$ cat config.mk
export PLATFORM = sky130hd
export DESIGN_NAME = instr_fetch
export DESIGN_NICKNAME = d
export VERILOG_FILES = /design/src/rtl/instr_fetch.sv
export SDC_FILE = /design/constraint.sdc
export NUM_CORES = 1
export LEC_CHECK = 0
export BUFFER_PORTS_ARGS = -buffer_cell sky130_fd_sc_hd__buf_4
export CAP_MARGIN = 5
export CORE_MARGIN = 1
export CORE_UTILIZATION = 51
export CTS_CLUSTER_SIZE = 10
export DETAILED_ROUTE_END_ITERATION = 6
export PLACE_DENSITY_LB_ADDON = 0.05
export SLEW_MARGIN = 20
export SYNTH_ARGS = -nofsm -noshare
export SYNTH_HDL_FRONTEND = slang
export SYNTH_SLANG_ARGS = --single-unit
$ cat constraint.sdc
create_clock -name clk -period 2.4 [get_ports clk]
set_clock_uncertainty 0.15 [all_clocks]
set_input_delay 0.24 -clock clk [delete_from_list [all_inputs] [get_ports clk]]
set_output_delay 0.24 -clock clk [all_outputs]
set_load 0.01 [all_outputs]
$ cat src/rtl/instr_fetch.sv
// Instruction-fetch stage: owns the PC, indexes the async IMEM and fills the IF/ID register.
// Optional macro FETCH_ADDR_CHECK_EN adds alignment/range checking with a sticky fetch_fault.
module instr_fetch #(
  parameter logic [31:0] RESET_PC   = 32'h0040_0000,
  parameter int unsigned IMEM_WORDS = 64
) (
  input  logic        clk,
  input  logic        reset,
  input  logic        stall,
  input  logic        redirect,
  input  logic [31:0] redirect_pc,
  output logic [7:0]  imem_addr,
  input  logic [31:0] imem_instr,
  output logic [31:0] pc,
  output logic [31:0] id_instr,
  output logic [31:0] id_pc,
  output logic [31:0] id_pc_plus4,
  output logic        id_valid,
  output logic [31:0] fetch_count
`ifdef FETCH_ADDR_CHECK_EN
  ,
  output logic        fetch_fault
`endif
);

  localparam int unsigned PC_W = 32;

  // The IMEM index is only 8 bits wide, so larger memories cannot be addressed.
  if (IMEM_WORDS > 256) begin : g_size_check
    $error("instr_fetch: IMEM_WORDS larger than the 8-bit index can reach");
  end

  logic [PC_W-1:0] r_pc;
  logic [PC_W-1:0] r_id_instr;
  logic [PC_W-1:0] r_id_pc;
  logic [PC_W-1:0] r_id_pc_plus4;
  logic            r_id_valid;
  logic [PC_W-1:0] r_fetch_count;
  logic [PC_W-1:0] w_pc_plus4;
  logic            w_fault;

  assign w_pc_plus4 = r_pc + PC_W'(4);
  assign imem_addr  = 8'((r_pc - RESET_PC) >> 2);

`ifdef FETCH_ADDR_CHECK_EN
  localparam logic [PC_W-1:0] WORDS_LIMIT = PC_W'(IMEM_WORDS);
  logic r_fetch_fault;

  // Misaligned or beyond-the-image PC; a PC below RESET_PC wraps high and is caught too.
  assign w_fault     = (r_pc[1:0] != 2'b00) || (((r_pc - RESET_PC) >> 2) >= WORDS_LIMIT);
  assign fetch_fault = r_fetch_fault;
`else
  assign w_fault = 1'b0;
`endif

  // Priority: reset > redirect > stall > advance.
  always_ff @(posedge clk) begin
    if (reset) begin
      r_pc          <= RESET_PC;
      r_id_instr    <= '0;
      r_id_pc       <= '0;
      r_id_pc_plus4 <= '0;
      r_id_valid    <= 1'b0;
      r_fetch_count <= '0;
`ifdef FETCH_ADDR_CHECK_EN
      r_fetch_fault <= 1'b0;
`endif
    end else if (redirect) begin
      // Squash the wrong-path instruction; payload fields keep their old values.
      r_pc       <= redirect_pc;
      r_id_valid <= 1'b0;
    end else if (!stall) begin
      if (w_fault) begin
`ifdef FETCH_ADDR_CHECK_EN
        r_fetch_fault <= 1'b1;
`endif
        r_id_valid <= 1'b0;
      end else begin
        r_id_instr    <= imem_instr;
        r_id_pc       <= r_pc;
        r_id_pc_plus4 <= w_pc_plus4;
        r_id_valid    <= 1'b1;
        r_pc          <= w_pc_plus4;
        r_fetch_count <= r_fetch_count + PC_W'(1);
      end
    end
  end

  assign pc          = r_pc;
  assign id_instr    = r_id_instr;
  assign id_pc       = r_id_pc;
  assign id_pc_plus4 = r_id_pc_plus4;
  assign id_valid    = r_id_valid;
  assign fetch_count = r_fetch_count;

endmodule

==> flow_metrics.tcl <==
set metrics [dict create \
    finalCritPeriodShare_pct 85.46 \
    detail_route.wl_per_cell_um 15.57 \
    cts_buffers 17 \
    place_congestion 0.8074 \
    grt_overflow 0 \
    setup-tns-final_ns 0 \
    vias_per_cell 5.202 \
    min_to "fetch_count[23]" \
    final_cell_mix "265 x buf_4, 160 x nand2_1, 159 x dfxtp_1" \
    path_clk_slew_ns 0.06 \
    hpwlAfterDp_mm 12.96 \
    ant_nets 0 \
    drc 0 \
    cts_tree "yes" \
    hold_depth 2 \
    fin_crit_ns 2.051 \
    seq_area_frac_synth_pct 45.15 \
    core.rowCount 42 \
    max_freq_mhz 487.6 \
    drive_gt1_share_pct 27.90 \
    final_common_cell "buf_4" \
    synthArstFlopShare_pct 0 \
    clock_sinks 159 \
    yosysWarningCount 0 \
    hp-class "in2reg" \
    synth-edff-count 0 \
    syn_inst 847 \
    dp.cells 1210 \
    ys.flop_type "dfxtp_1" \
    path_class "reg2reg" \
    antenna_found_initial 1 \
    rrSetupSlack_ns 0.35 \
    max-clock-path-buffers 2 \
    worst_slew_margin_rel_pct 65.04 \
    synth_area_mm2 0.007049 \
    worst_slack_ns 0.3490 \
    worst_slew_pin_slew_ns 0.5238 \
    first_global_vias 6345 \
    drt-pass1-iter-count 4 \
    status "finished, final reports clean" \
    cp.arrival_ns 2.20 \
    rsz0062_at_grt "no" \
    boundaryPins 237 \
    r2r_end "fetch_count[16]" \
    syn_avg_cell_area_um2 8.323 \
    start_util_pct 52.81 \
    pre_cts_slack_ns 0.3482 \
    track_usage_pct 28.33 \
    power_density_mw_per_mm2 654.5 \
    vias 6794 \
    die_y_um 119.6 \
    fill_cells 1026 \
    io_buffers 236 \
    min_from "reset" \
    grt_pass1_wl_mm 32.07 \
    drt_iter0_markers 423 \
    reg2reg_from "fetch_count[0]" \
    worstSetupStartpointType "flop" \
    clock_latency_ns 0.43 \
    syn_nets 917 \
    maxCapViolations 0 \
    htreeDepth 4 \
    ir_worst_vdd_uv 517.5 \
    final_cells 1306 \
    synth_cell_types 41 \
    area_growth_pct 44.67 \
    cp_data_required_time_ns 2.55 \
    design.die.area_mm2 0.01430 \
    final-max-slew-violation-count 0 \
    final_nets 1187 \
    clock-root-buffer "clkbuf_16" \
    critPathMaxFanout 10 \
    grt_max_degree 72 \
    setup_viol_count_final 0 \
    ys_seq_elements 159 \
    drt_wl_total_mm 20.33 \
    p_leak_nw 4.262 \
    die_width_um 119.6 \
    r2r_cells 6 \
    hold_viol 0 \
    coreArea_mm2 0.01335 \
    fin_util_pct 76.41 \
    end_kind "flop" \
]
==> worst max path at each step <==
stage                   start              end  slack (ns)  depth (start not counted)
2_1_floorplan           pc[2]           pc[26]        0.29                          7
3_3_place_gp   fetch_count[0]  fetch_count[16]        0.39                          6
3_5_place_dp   fetch_count[0]  fetch_count[16]        0.35                          6
4_1_cts        fetch_count[0]  fetch_count[16]        0.34                          6
5_1_grt        fetch_count[0]  fetch_count[16]        0.17                          6
6_report       fetch_count[0]  fetch_count[16]        0.35                          6
==> report_power, final <==
part           leakage, nW  internal (mW)  switching [mW]
clock                0.319           1.96            1.06
sequential            1.30           2.75          0.0989
combinational         2.64          0.410           0.391
total                 4.26           5.12            1.55
==> metrics by stage <==
step	hold WS [ns]	cell area (µm²)	power [mW]
floorplan	0.2260	7049	3.255
global placement	0.2923	8897	3.603
detailed placement	0.2969	8897	3.612
CTS	0.01451	10200	6.696
global route	0.02466	10200	6.888
finish	0.02273	10200	6.675
==> cells in the mapped netlist, drive strengths merged, types with 2 or more instances <==
cell,n,share of area (%)
buf,40,3.7
inv,6,0.32
a21oi,94,6.7
a211oi,26,2.8
nand4,25,2.9
nor2,80,4.5
clkbuf,40,2.1
nand2,161,8.6
a311oi,4,0.50
nor4,15,1.9
or3,8,0.71
xnor2,27,3.4
dfxtp,159,45
nand3,33,2.6
o21ai,23,1.6
nor3,9,0.94
mux2i,7,0.99
xor2,53,6.6
and2,3,0.27
nor2b,2,0.18
and4,9,1.1
and3,8,0.71
ha,2,0.35
nand4b,7,0.87
==> critical path, cell delays in order, from the launching register on <==
cell,delay (ns)
dfxtp_1,0.38
ha_1,0.17
or3b_1,0.53
nor3_2,0.35
nand4_1,0.15
xor2_1,0.14
nor2_1,0.05
==> layer usage <==
metal  global-route usage (%)  vias to the layer above  part of all wire [%]
li1                         -                     3398                     -
met1                    34.53                     3180                    43
met2                    48.95                      187                    50
met3                    5.751                       29                   4.9
met4                    10.78                        0                   1.9
met5                        0                        -                     0
==> area by class of cell <==
type,count,area [µm²],share of cell area [%]
multi-input cells,601,3438,33.71
flip-flops and latches,159,3183,31.21
repair buffers,331,2670,26.18
clock buffers,19,442.9,4.343
well taps,176,220.2,2.159
clock inverters,12,215.2,2.110
inverters,7,26.28,0.2576
diodes,1,2.502,0.02454
==> kinds of logic (layout without fill, tap and decap cells) <==
| kind of cell | Yosys count | after routing | synth area share (%) |
|---|---|---|---|
| compound gates | 149 | 149 | 11.82 |
| mux | 7 | 7 | 0.9940 |
| other cells | 0 | 1 | 0 |
| simple gates | 363 | 363 | 25.56 |
| flops | 159 | 159 | 45.15 |
| buf+inv | 87 | 369 | 6.177 |
| xor+xnor | 80 | 80 | 9.940 |
| fa+ha+maj | 2 | 2 | 0.3549 |
==> repair_timing <==
item | CTS | global route
hold buffers | 64 | 0
gates resized for setup | 0 | 0
setup buffers | 0 | 0
hold endpoints to repair | 64 | 0
==> sequential cells by signal, summed over array words and instances, names as in the netlist <==
signal,cells
fetch_count,32
id_instr,32
id_pc,32
pc,32
id_pc_plus4,30
id_valid,1
No activity file was read; power rests on OpenSTA's default activity.
